==> src/rtl/audio_pkg.sv <==
// Shared audio-path definitions: sample width, default clock/sample rates, pacer states.
package audio_pkg;

  localparam int DATA_W     = 16;
  localparam int CLK_HZ_DEF = 50_000_000;
  localparam int FS_HZ_DEF  = 44_100;

  typedef enum logic {
    ST_IDLE = 1'b0,
    ST_HOLD = 1'b1
  } pacer_state_t;

  // Wide enough to hold acc + FS_HZ before the wrap compare.
  function automatic int acc_width(input int clk_hz, input int fs_hz);
    return $clog2(clk_hz + fs_hz);
  endfunction

endpackage

==> src/rtl/fs_tick_gen.sv <==
// Fractional rate divider: one-cycle registered tick, exactly FS_HZ ticks per CLK_HZ cycles.
// Latency: tick registered; no backpressure (free-running).
module fs_tick_gen #(
  parameter int CLK_HZ = audio_pkg::CLK_HZ_DEF,
  parameter int FS_HZ  = audio_pkg::FS_HZ_DEF
) (
  input  logic aclk,
  input  logic areset,
  output logic tick
);
  import audio_pkg::*;

  localparam int AW = acc_width(CLK_HZ, FS_HZ);
  localparam int SW = AW + 1;
  localparam logic [SW-1:0] FS_W  = SW'(FS_HZ);
  localparam logic [SW-1:0] CLK_W = SW'(CLK_HZ);

  logic [AW-1:0] acc;
  logic [SW-1:0] sum;

  assign sum = {1'b0, acc} + FS_W;

  always_ff @(posedge aclk) begin
    if (areset) begin
      acc  <= '0;
      tick <= 1'b0;
    end else if (sum >= CLK_W) begin
      acc  <= AW'(sum - CLK_W);
      tick <= 1'b1;
    end else begin
      acc  <= AW'(sum);
      tick <= 1'b0;
    end
  end

endmodule

==> src/rtl/audio_sample_pacer.sv <==
// Buffers bursty samples in a FIFO and releases one per audio-rate tick; 1 cycle tick-to-valid.
// Backpressure: s_tready = !full; a stalled output drops further ticks and flags them as late.
module audio_sample_pacer #(
  parameter int DATA_W = audio_pkg::DATA_W,
  parameter int DEPTH  = 16,
  parameter int CLK_HZ = audio_pkg::CLK_HZ_DEF,
  parameter int FS_HZ  = audio_pkg::FS_HZ_DEF
) (
  input  logic                       aclk,
  input  logic                       areset,
  input  logic                       s_axis_data_tvalid,
  output logic                       s_axis_data_tready,
  input  logic [DATA_W-1:0]          s_axis_data_tdata,
  output logic                       m_axis_data_tvalid,
  input  logic                       m_axis_data_tready,
  output logic [DATA_W-1:0]          m_axis_data_tdata,
  output logic [$clog2(DEPTH):0]     fifo_level,
  output logic                       underrun,
  output logic                       late
);
  import audio_pkg::*;

  localparam int PW = $clog2(DEPTH);
  localparam int LW = PW + 1;

  logic              tick;
  logic [DATA_W-1:0] mem [DEPTH];
  logic [PW-1:0]     rd_ptr;
  logic [PW-1:0]     wr_ptr;
  logic [LW-1:0]     level;
  logic              push;
  logic              pop;
  logic              underrun_nxt;
  logic              late_nxt;
  pacer_state_t      state;
  pacer_state_t      state_nxt;

  fs_tick_gen #(
    .CLK_HZ (CLK_HZ),
    .FS_HZ  (FS_HZ)
  ) u_tick (
    .aclk   (aclk),
    .areset (areset),
    .tick   (tick)
  );

  // Ready comes from the registered level only, so a same-cycle pop never admits a push when full.
  assign s_axis_data_tready = (level != LW'(DEPTH));
  assign push               = s_axis_data_tvalid && s_axis_data_tready;
  assign fifo_level         = level;
  assign m_axis_data_tvalid = (state == ST_HOLD);

  always_comb begin
    state_nxt    = state;
    pop          = 1'b0;
    underrun_nxt = 1'b0;
    late_nxt     = 1'b0;
    case (state)
      ST_IDLE: begin
        if (tick) begin
          if (level != '0) begin
            pop       = 1'b1;
            state_nxt = ST_HOLD;
          end else begin
            underrun_nxt = 1'b1;
          end
        end
      end
      ST_HOLD: begin
        // A tick coinciding with the handshake is still late: one sample per tick, never two.
        if (m_axis_data_tready) state_nxt = ST_IDLE;
        if (tick)               late_nxt  = 1'b1;
      end
      default: state_nxt = ST_IDLE;
    endcase
  end

  always_ff @(posedge aclk) begin
    if (areset) begin
      state             <= ST_IDLE;
      rd_ptr            <= '0;
      wr_ptr            <= '0;
      level             <= '0;
      m_axis_data_tdata <= '0;
      underrun          <= 1'b0;
      late              <= 1'b0;
    end else begin
      state    <= state_nxt;
      underrun <= underrun_nxt;
      late     <= late_nxt;
      if (push) wr_ptr <= wr_ptr + PW'(1);
      if (pop) begin
        rd_ptr            <= rd_ptr + PW'(1);
        m_axis_data_tdata <= mem[rd_ptr];
      end
      case ({push, pop})
        2'b10:   level <= level + LW'(1);
        2'b01:   level <= level - LW'(1);
        default: level <= level;
      endcase
    end
  end

  always_ff @(posedge aclk) begin
    if (push) mem[wr_ptr] <= s_axis_data_tdata;
  end

endmodule

==> config.mk <==
export PLATFORM = sky130hd
export DESIGN_NAME = audio_sample_pacer
export DESIGN_NICKNAME = d
export VERILOG_FILES = /design/src/rtl/audio_pkg.sv /design/src/rtl/fs_tick_gen.sv /design/src/rtl/audio_sample_pacer.sv
export SDC_FILE = /design/constraint.sdc
export NUM_CORES = 1
export LEC_CHECK = 0
export CAP_MARGIN = 40
export CORE_UTILIZATION = 45
export DETAILED_ROUTE_END_ITERATION = 16
export PLACE_DENSITY = 0.73
export SYNTH_ARGS = -nofsm -noshare
export SYNTH_HDL_FRONTEND = slang
export SYNTH_SLANG_ARGS = --single-unit
==> constraint.sdc <==
create_clock -name aclk -period 4.29 [get_ports aclk]
set_clock_uncertainty 0.15 [all_clocks]
set_input_delay 0.429 -clock aclk [delete_from_list [all_inputs] [get_ports aclk]]
set_output_delay 0.429 -clock aclk [all_outputs]
set_load 0.03 [all_outputs]
==> results by stage, run 1 <==
Synthesis:
- The portion of synthesized cell area occupied by the leading cell type is 0.586.
- After synthesis the cells add up to between 10000 and 15000 µm².
- The most common cell in the netlist is edfxtp_1.
- Yosys printed 0 warnings.
- The synthesized design contains 313 register bits.
- The unique cell type count in the Yosys netlist is 78.
- The largest total area in the synthesized netlist belongs to edfxtp_1.
- The post-synthesis instance total is 791.
- After synthesis, the cell types taking the most area are edfxtp_1 59%, mux4_2 14%, dfxtp_1 8.7%.
- The synthesized area divided by synthesized cell count is 16.6 µm².
- The sequential share of the synthesized area is 0.673.
- The count of flip-flops with a built-in enable after synthesis is approximately 260.
- The number of nets in the synthesized netlist is between 800 and 900.
- The most used flip-flop cell after synthesis is edfxtp_1.
- The share of async-settable or async-resettable flops after synthesis is 0.
- After synthesis, the most frequently instantiated cells are 256 x edfxtp_1, 80 x mux4_2, 60 x nand2_1.

STA:
- The count of pins over their slew limit is 0.
- Of the available clock period, the critical path in the final layout requires 0.768.
- Setup repair after global routing left no endpoint under its margin.
- Setup violations remaining at the end of the flow were counted as 0.
- The slew of the pin with the lowest slew margin is 0.742 ns.
- The number of hold violations in the final report came to 0.
- The final worst slack is about 0.99 ns.
- Static timing analysis puts the maximum clock frequency at just over 300 MHz.
- After layout, the minimum clock period comes to 3.30 ns.
- Setup total negative slack on the finished layout was measured at 0 ns.
- The worst pin sits at a relative slew slack of 0.502.

Drt:
- After the first detailed-routing iteration, the DRC count stood at between 700 and 800.
- The first detailed-routing pass ran for 5 iterations.
- The via count is roughly 7200.
- The number of vias per cell after detailed routing is between 5 and 6.
- Dividing the detail-routed wire length by the instance count gives roughly 21 µm.
- The total length of routed wires is ~27 mm.
- In the routed design, unresolved DRC markers number 0.
- The count of nets left with antenna violations after detail routing is 0.

Critical path:
- The library cell contributing the largest single delay on the critical path is or3b_2.
- The data arrival time of the worst path is around 3.7 ns.
- In this design, the stage delay of the slowest critical-path cell is 0.70 ns.
- The gate family responsible for the most delay along the worst path is simple AND/OR/NAND/NOR gates.
- The critical path in this run is classified as flop to flop.
- The type of element capturing the critical path is a flop.
- The worst-case reg-to-reg path depth is 13.
- The largest fanout on the critical path is 19.
- The cell that appears most often on the critical path is inv_1.
- The critical path contains buffers and inverters numbering 3 combined.
- At the worst endpoint, the required time is between 4 and 5 ns.
- The critical path crosses 13 cells after its start point.
- The worst setup path is launched from a flop.
- The critical path goes through nor3_1, nor3b_1, or3b_2, inv_1, ha_1, inv_1, fa_1, inv_1, a21o_1, a21oi_1, xnor2_1, or3_1, a21oi_1.

Die:
- The height of the die is between 150 and 200 µm.
- The floorplan step set the die width to approximately 170 µm.
- The floorplan has slightly above 60 rows.
- The starting density of the core is 0.457.
- The floorplan step defined a die boundary enclosing 29800 µm².
- The number of top-level design ports is 45.
- The core region is roughly 29000 µm².

Cells and area:
- Summing all multi-input logic gate instances after layout gives ~4000 µm².
- For this run, the post-layout net count is between 800 and 900.
- The sequential cells in the finished layout cover a total of around 9000 µm².
- The share of layout cells above drive strength 1 is 0.240.
- The area growth from synthesis to layout is 16.2%.
- The total of fill cells in the finished design is approximately 2300.
- The number of antenna diodes in the final layout is 0.

GRT:
- The via count of the first global-routing pass is 7216.
- The number of antenna violations at the first check in global routing is 0.
- Entering global routing, the biggest net connects 41 pins.
- Global routing finished with a remaining overflow of 0.
- The first-pass GRT wire length is about 43 mm.
- For this run, the total global-route usage over all layers was measured as 0.187.

Status:
- The run finished with clean final reports.

Pwr:
- The logic gate share of total power is 0.055.
- The maximum vdd drop is between 0.3 and 0.4 mV.
- The power density normalized to cell area is 437 nW/µm².
- The static leakage power is ~4.8 nW.
- The sequential fraction of design power is 0.508.
- Of the total power, the share spent switching nets is 0.220.
- Of the total power, the clock network draws 0.437.
- In this run the power spent charging and discharging nets is between 1 and 1.5 mW.
- Internal power comes to ~5.2 mW.

Clocking:
- Once the clock tree was built, the resizer swapped 0 gates to a different size.
- The tree is rooted in a clkbuf_16.
- Counting every sink on the clock net gives 313.
- The register clock-pin slew on the reported worst setup and hold paths is 0.07 ns.
- Counting the buffers created by CTS gives 31.
- Hold repair after CTS inserted 0 buffers.
- The clock tree from TritonCTS is built.
- In this run the number of H-tree levels came out at 1.
- The clock passes through at most 3 buffers.
- Clock latency on the worst-skew pair, taken at its later pin, is about 0.57 ns.
- The post-CTS repair timing setup buffer count is 0.

Placement:
- The HPWL after detailed placement is 16.2 mm.
- The last weighted congestion value of the routability-driven placer is around 0.8.
- The total of buffers placed on input and output ports is 44.
- The worst setup slack after placement is 1.00 ns.

Worst hold path:
- The path class of the tightest hold or removal check is input pin to flop.
- Along the worst hold path, the cell count comes to 2.

Run:
- Max-cap violations in this run came to 0.
[final cells by class]
class / instances / share of cell area
Tap cell: 384 / 0.0315
Clock buffer: 34 / 0.0522
Inverter: 13 / 0.00320
Timing Repair Buffer: 71 / 0.0453
Multi-Input combinational cell: 421 / 0.267
Sequential cell: 313 / 0.579
Clock inverter: 24 / 0.0212
[final timing paths]
check / start / slack (ns) / to
setup / recovery: fifo_level[1] / 0.99 / fifo_level[4]
hold / removal: areset / 0.23 / u_tick.acc[10]
setup reg to reg: fifo_level[1] / 0.99 / fifo_level[4]
hold reg to reg: m_axis_data_tdata[12] / 0.30 / m_axis_data_tdata[12]
[per-stage QoR]
| step | hold WS (ns) | instance area (µm²) | power, mW | std cells | util |
|---|---|---|---|---|---|
| finish | 0.226 | 15300 | 6.67 | 1260 | 0.531 |
| detailed placement | 0.297 | 14100 | 3.82 | 1202 | 0.492 |
| global route | 0.252 | 15300 | 6.89 | 1260 | 0.531 |
| global placement | 0.301 | 14100 | 3.81 | 1199 | 0.490 |
| CTS | 0.220 | 15300 | 6.72 | 1260 | 0.531 |
| floorplan | 0.298 | 13100 | 3.71 | 791 | - |
[layer usage]
metal | GRT usage | wire, µm | up-vias
met4 | 0.0509 | 529 | 0
met3 | 0.0290 | 1790 | 47
met2 | 0.298 | 12900 | 239
met1 | 0.269 | 11900 | 3662
li1 | - | - | 3223
met5 | 0 | 0 | -
[cell usage in the layout (no fill, tap or decap), types with 5 or more instances in the layout]
cell / count
ha_1: 11
bufinv_16: 6
xnor2_1: 19
mux4_2: 80
and2_1: 5
nand4_1: 9
nand2b_1: 8
buf_4: 23
edfxtp_1: 256
clkbuf_16: 31
nor2_2: 13
nor3_2: 7
o21ai_0: 6
clkinvlp_4: 8
a21oi_1: 36
o21ai_1: 9
clkdlybuf4s50_1: 43
nand2_1: 60
or3_1: 5
inv_1: 13
o211ai_1: 5
xor2_1: 17
nand3_1: 9
nor2_1: 42
nor3_1: 5
dfxtp_1: 55
[state kept, by name, summed over array words and instances (netlist names)]
name	count
u_tick.acc	24
wr_ptr	4
m_axis_data_tvalid	1
rd_ptr	4
m_axis_data_tdata	16
fifo_level	5
u_tick.tick	1
mem	256
underrun	1
late	1
[kinds of logic after synthesis]
logic type | Yosys count | synth area share
and+or+nand+nor | 189 | 0.0746
muxes | 84 | 0.141
AOI/OAI and AO/OA | 100 | 0.0560
DFF | 313 | 0.673
adders and majority gates | 12 | 0.0120
buffers and inverters | 57 | 0.0201
xor gates and xnor gates | 36 | 0.0240
[power groups by stage]
stage,registers [mW],logic [mW],clock network [mW]
3_5_place_dp,3.46,0.365,0
4_1_cts,3.39,0.367,2.97
2_1_floorplan,3.43,0.272,0
5_1_grt,3.40,0.406,3.09
6_report,3.39,0.365,2.91
3_3_place_gp,3.45,0.356,0
(Power assumes the default switching activity.)
==> run 2: changes to the inputs <==
==> constraint.sdc (replaced) <==
create_clock -name aclk -period 3.2 [get_ports aclk]
set_clock_uncertainty 0.15 [all_clocks]
set_input_delay 0.32 -clock aclk [delete_from_list [all_inputs] [get_ports aclk]]
set_output_delay 0.32 -clock aclk [all_outputs]
set_load 0.03 [all_outputs]
==> results by stage, run 2 (same netlist as run 1, synthesis figures left out) <==
Status:
- The run finished with clean final reports.

Clocking:
- Counting along the longest clock path gives a buffer depth of 3.
- The clock tree synthesis step divided the H-tree into 2 levels.
- The tree built by TritonCTS fans out to 313 sinks.
- Gates resized during post-CTS repair numbered 0.
- After clock tree synthesis, the flow added hold-fix buffers numbering 0.
- The register clock-pin slew on the reported worst setup and hold paths is ~0.060 ns.
- The post-CTS repair timing setup buffer count is 0.
- The clock tree from TritonCTS is built.
- Counting the buffers created by CTS gives 34.
- The library cell used as clock root buffer is clkbuf_16.
- For the worst-skew pair, the clock arrives at the later sink with an insertion delay of a little over 0.5 ns.

Pwr:
- The total power after layout is about 8.8 mW.
- IR analysis of the VDD net gives a maximum drop of 0.332 mV.
- The power density normalized to cell area is 570 nW/µm².
- Summed over all cells, the static leakage comes to 4.91 nW.

STA:
- Hold timing on the final database bottoms out at a slack of around 0.19 ns.
- The final clock period utilization by the worst path is 0.923.
- At the pin with the least slew margin, the transition time is 0.684 ns.
- Summed over all failing endpoints, the final setup total negative slack is 0 ns.
- After layout, the worst setup slack is 0.247 ns.
- The final period demand of the worst path is between 2 and 3 ns.
- The count of pins over their slew limit came to 0.
- The remaining max-slew budget at the tightest pin is 0.544.
- The number of hold violations in the final report is 0.
- Setup repair after global routing left no endpoint under its margin.
- Derived from the worst setup path, the maximum achievable clock frequency is 339 MHz.
- Setup violations remaining at the end of the flow were counted as 0.

Placement:
- The total of buffers placed on input and output ports is 44.
- The last weighted congestion value of the routability-driven placer is between 0.8 and 0.9.
- The HPWL after detailed placement is 16.9 mm.
- The worst setup slack after placement is roughly 0.26 ns.

GRT:
- The via count of the first global-routing pass is roughly 7300.
- The first-pass GRT wire length is 43.4 mm.
- The number of antenna violations at the first check in global routing came to 0.
- The largest net degree at the start of global routing is 68.
- In the global route stage, overall resource usage came out at 0.192.
- After global routing the overflow that remains totals 0.

Die:
- The floorplan has 62 rows.
- The region available for standard cell placement spans around 29000 µm².
- Measured along the x axis, the die boundary spans 173 µm.
- The die footprint is between 20000 and 30000 µm².
- In this run the count of I/O pins placed on the die edge is between 40 and 50.
- The initial utilization of the core area, before any placement, comes to 0.457.
- The die is approximately 170 µm tall.

Cells and area:
- The net count reported at finish is about 910.
- The area growth from synthesis to layout is 17.9%.
- The largest registers in the layout are mem (256), u_tick.acc (24), m_axis_data_tdata (16).
- The antenna cell count is 0.
- The library cell used most frequently in the layout, excluding fill and tap cells, is edfxtp_1.
- The register with the most flip-flops in the final layout is mem.
- The number of flip-flops under the largest register name is roughly 260.
- The library cells used most frequently in the layout, excluding fill and tap cells, are 256 x edfxtp_1, 80 x mux4_2, 60 x nand2_1.
- The filler cells instantiated in the layout total roughly 2300.
- In the final layout, the share of cells above drive strength 1 is 0.251.

Critical path:
- By startpoint and endpoint, the worst setup path is classified as flop to flop.
- In this run the worst path has a maximum fanout of 6.
- The data arrival time of the worst path is around 3.2 ns.
- The kind of launch point of the worst setup path is a flop.
- The worst setup path is captured at a flop.
- STA puts the critical path data required time at 3.45 ns.

Drt:
- The post-route DRC violation count is 0.
- The via count is a little over 7000.
- For this run, the detailed router's first-pass iteration total came to 5.
- The detailed router finished its first iteration with ~790 violations.
- Dividing the detail-routed via count by the number of cells gives 5.65.
- The detail route stage leaves a number of antenna-violating nets equal to 0.
- The final layout contains routed wiring with a total length of about 28 mm.
- The average detailed-routed wire length per instance is roughly 22 µm.

Run:
- The max-cap check violation count is 0.

Worst hold path:
- The tightest min-delay check is of the input pin to flop type.
==> run 2: power breakdown <==
group          total, mW  switching [mW]  leakage, nW  internal, mW
logic              0.571           0.331         1.61         0.240
registers           4.53          0.0557         2.78          4.48
clock network       3.72            1.55        0.521          2.17
==> run 2: worst paths after layout <==
| check | slack (ns) | cells past startpoint | startpoint | endpoint |
|---|---|---|---|---|
| setup reg to reg | 0.25 | 10 | u_tick.acc[2] | u_tick.acc[20] |
| setup / recovery | 0.25 | 10 | u_tick.acc[2] | u_tick.acc[20] |
| hold / removal | 0.19 | 2 | areset | rd_ptr[2] |
| hold reg to reg | 0.31 | 2 | m_axis_data_tdata[12] | m_axis_data_tdata[12] |
==> run 2: area by class of cell <==
cell class | count | area, µm² | share of cell area
clock buffers | 39 | 891 | 0.0576
clock inverters | 21 | 176 | 0.0114
flip-flops and latches | 313 | 8840 | 0.571
well taps | 384 | 480 | 0.0311
inverters | 13 | 48.8 | 0.00315
repair buffers | 93 | 928 | 0.0600
multi-input cells | 421 | 4110 | 0.265
==> run 2: worst max-delay path: stages (launching register included) <==
cell	delay, ns
dfxtp_1	0.33
ha_1	0.33
a31oi_4	0.20
nor4_4	0.50
o211ai_1	0.16
xor2_1	0.31
nand2b_1	0.10
o21ai_1	0.19
a211oi_1	0.07
a21oi_1	0.17
mux2_1	0.33
==> run 2: per-layer routing <==
metal,GRT usage,vias to the layer above,part of all wire
met5,0,-,0
met4,0.0586,0,0.020
met3,0.0317,41,0.059
met2,0.306,217,0.49
met1,0.273,3718,0.43
li1,-,3275,-
==> run 2: per-stage QoR <==
step | instances | utilization | cell area (µm²)
detailed placement | 1224 | 0.502 | 14400
floorplan | 791 | - | 13100
global placement | 1224 | 0.502 | 14400
CTS | 1284 | 0.539 | 15500
global route | 1284 | 0.539 | 15500
finish | 1284 | 0.539 | 15500
==> run 3: changes to the inputs <==
--- a/config.mk
+++ b/config.mk
@@ -9,6 +9,7 @@
 export CORE_UTILIZATION = 45
 export DETAILED_ROUTE_END_ITERATION = 16
 export PLACE_DENSITY = 0.73
+export REMOVE_ABC_BUFFERS = 1
 export SYNTH_ARGS = -nofsm -noshare
 export SYNTH_HDL_FRONTEND = slang
 export SYNTH_SLANG_ARGS = --single-unit
==> results by stage, run 3 (same netlist as run 1, synthesis figures left out) <==
STA:
- The final period demand of the worst path is roughly 2.9 ns.
- The tightest hold path in the finished design has a slack of approximately 0.27 ns.
- Of the available clock period, the critical path in the final layout requires 0.913.
- The number of hold violations in the final report is 0.
- The final setup violation count is 0.
- Setup repair after global routing left no endpoint under its margin.
- The count of pins over their slew limit is 0.
- The fmax is approximately 340 MHz.
- The remaining max-slew budget at the tightest pin is 0.552.
- The slew of the pin with the lowest slew margin is ~0.67 ns.

Clocking:
- CTS built an H-tree with a depth of 1.
- The clock latency on the worst-skew pair is roughly 0.57 ns.
- Post-CTS timing repair inserted 0 buffers for setup.
- TritonCTS built the clock tree.
- The maximum buffer depth of the clock tree is 3.
- The number of buffers inserted during clock tree synthesis is 31.
- The library cell used as clock root buffer is clkbuf_16.
- The number of clock sinks is roughly 310.
- The register clock-pin slew on the reported worst setup and hold paths is 0.06 ns.

GRT:
- The number of antenna violations at the first check in global routing came to 0.
- For this run the aggregate overflow at the end of global routing stands at 0.
- The largest net degree at the start of global routing is 47.
- The overall global routing resource usage is 0.187.
- The via count of the first global-routing pass is ~7300.
- The first global-routing pass estimated roughly 43 mm of wire.

Pwr:
- Dividing total power by cell area gives a power density of about 570 nW/µm².
- IR analysis of the VDD net gives a maximum drop of roughly 0.52 mV.
- The static leakage power is ~4.9 nW.

Run:
- Max-cap violations in this run came to 0.

Cells and area:
- In the layout the commonest cells are 256 x edfxtp_1, 80 x mux4_2, 60 x nand2_1.
- The area growth from synthesis to layout is 17.7%.
- After the last flow step, the layout net total stands at ~910.
- The number of flip-flops under the largest register name is 256.
- The register with the most flip-flops in the final layout is mem.
- The most frequent standard cell in the layout excluding fill and tap cells is edfxtp_1.
- The antenna cell count is 0.
- At the end of the flow the core is filled with cells to 0.538.
- The largest registers in the layout are mem (256), u_tick.acc (24), m_axis_data_tdata (16).
- In the final layout, the share of cells above drive strength 1 is 0.252.
- Fill cells in the final layout number approximately 2300.

Die:
- The die span in x is approximately 170 µm.
- The total number of placement rows is 62.
- The placeable core region is 28700 µm².
- The number of top-level design ports is 45.
- The height of the die is between 150 and 200 µm.
- For this configuration, the core starts out at a cell density of 0.457.
- The floorplan step defined a die boundary enclosing between 20000 and 30000 µm².

Critical path:
- STA puts the critical path data arrival time at approximately 3.3 ns.
- The type of the worst setup path is flop to flop.
- The worst register-to-register path begins at fifo_level[3].
- For the worst setup path, the data required time is 3.55 ns.
- The largest fanout on the critical path is 4.
- STA classifies the critical path endpoint as a flop.
- The setup check on the worst reg-to-reg path leaves a slack of approximately 0.28 ns.
- The worst-case reg-to-reg path depth is 13.
- The endpoint identified for the worst register-to-register timing path is fifo_level[4].
- STA classifies the critical path startpoint as a flop.

Drt:
- The routed design has 27.2 mm of wire.
- After detailed routing, the number of remaining DRC violations is 0.
- The violation count after the first detailed-routing iteration is 650.
- The number of vias per cell after detailed routing is between 5 and 6.
- The detailed router placed about 7000 vias in this run.
- The count of nets left with antenna violations after detail routing is 0.
- The number of iterations in the first detailed-routing pass is 5.
- Dividing the detail-routed wire length by the instance count gives between 20 and 25 µm.

Status:
- The flow ran to the end, and the final reports show no timing, DRC or antenna violations.

Worst hold path:
- The worst hold path begins at m_axis_data_tready.
- The cell depth of the worst hold path is 3.
- The worst hold endpoint is m_axis_data_tvalid.
- The tightest min-delay check is of the input pin to flop type.

Placement:
- The last weighted congestion value of the routability-driven placer is about 0.85.
- The wire-length estimate of the detail-placed layout is roughly 17 mm.
- Port buffering added 44 buffers.
## run 3: cell count changes in the layout (fill, tap and decap cells not counted), moves of 2 or more
cell       before  now
buf_12         10    8
buf_4          39   43
bufinv_16       2    6
clkbuf_1        4    0
clkbuf_16      35   31
clkinv_2        5    7
clkinv_8        2    0
dfxtp_1        52   55
dfxtp_2         4    1
nor3_2          3    7
nor3_4          5    1
## run 3: metal layers
metal	vias up	GRT usage	part of all wire
met4	0	0.0546	0.025
met1	3672	0.254	0.43
li1	3271	-	-
met3	52	0.0281	0.051
met5	-	0	0
met2	205	0.314	0.50
## run 3: worst max-delay path: stages, from the launching register on
cell and delay (ns):
dfxtp_1 0.39, nor3_1 0.09, nor3b_1 0.15, or3b_2 0.46, inv_1 0.09, ha_1 0.23, inv_1 0.10, fa_1 0.41
inv_1 0.07, a21o_1 0.10, a21oi_1 0.07, xnor2_1 0.13, or3_1 0.30, a21oi_1 0.13
## run 3: final cells by class
class / count / area (µm²) / area share
flip-flops and latches: 313 / 8830 / 0.572
multi-input cells: 421 / 4080 / 0.264
repair buffers: 96 / 928 / 0.0601
clock buffers: 31 / 776 / 0.0502
well taps: 384 / 480 / 0.0311
clock inverters: 26 / 295 / 0.0191
inverters: 13 / 48.8 / 0.00316
## run 3: worst max-delay path by stage
stage                              from  slack [ns]  cells after the start                    to
final                     fifo_level[3]        0.28                     13         fifo_level[4]
after floorplan               rd_ptr[0]       -1.10                      4  m_axis_data_tdata[0]
after detailed placement  u_tick.acc[2]        0.29                     10        u_tick.acc[20]
after global placement    u_tick.acc[5]        0.32                     10        u_tick.acc[11]
after global routing      u_tick.acc[2]        0.06                     12        u_tick.acc[23]
after CTS                 u_tick.acc[2]        0.26                     10        u_tick.acc[20]
## run 3: repair_timing
action / CTS / global route
hold buffers: 1 / 0
resized for setup: 0 / 0
endpoints found under the hold margin: 1 / 0
## run 3: report_power, final
group / switching, mW / internal [mW] / leakage (nW)
sequential: 0.0597 / 4.47 / 2.78
combinational: 0.319 / 0.233 / 1.63
clock: 1.54 / 2.25 / 0.525
total: 1.92 / 6.96 / 4.94
## run 3: per-stage QoR
stage	power (mW)	cells	TNS [ns]	setup WS, ns	cell area [µm²]
floorplan	4.94	747	-19.33	-1.10	12900
global placement	5.15	1225	0	0.325	14300
detailed placement	5.17	1226	0	0.291	14400
CTS	8.95	1284	0	0.258	15400
global route	9.19	1284	0	0.0560	15400
finish	8.88	1284	0	0.279	15400
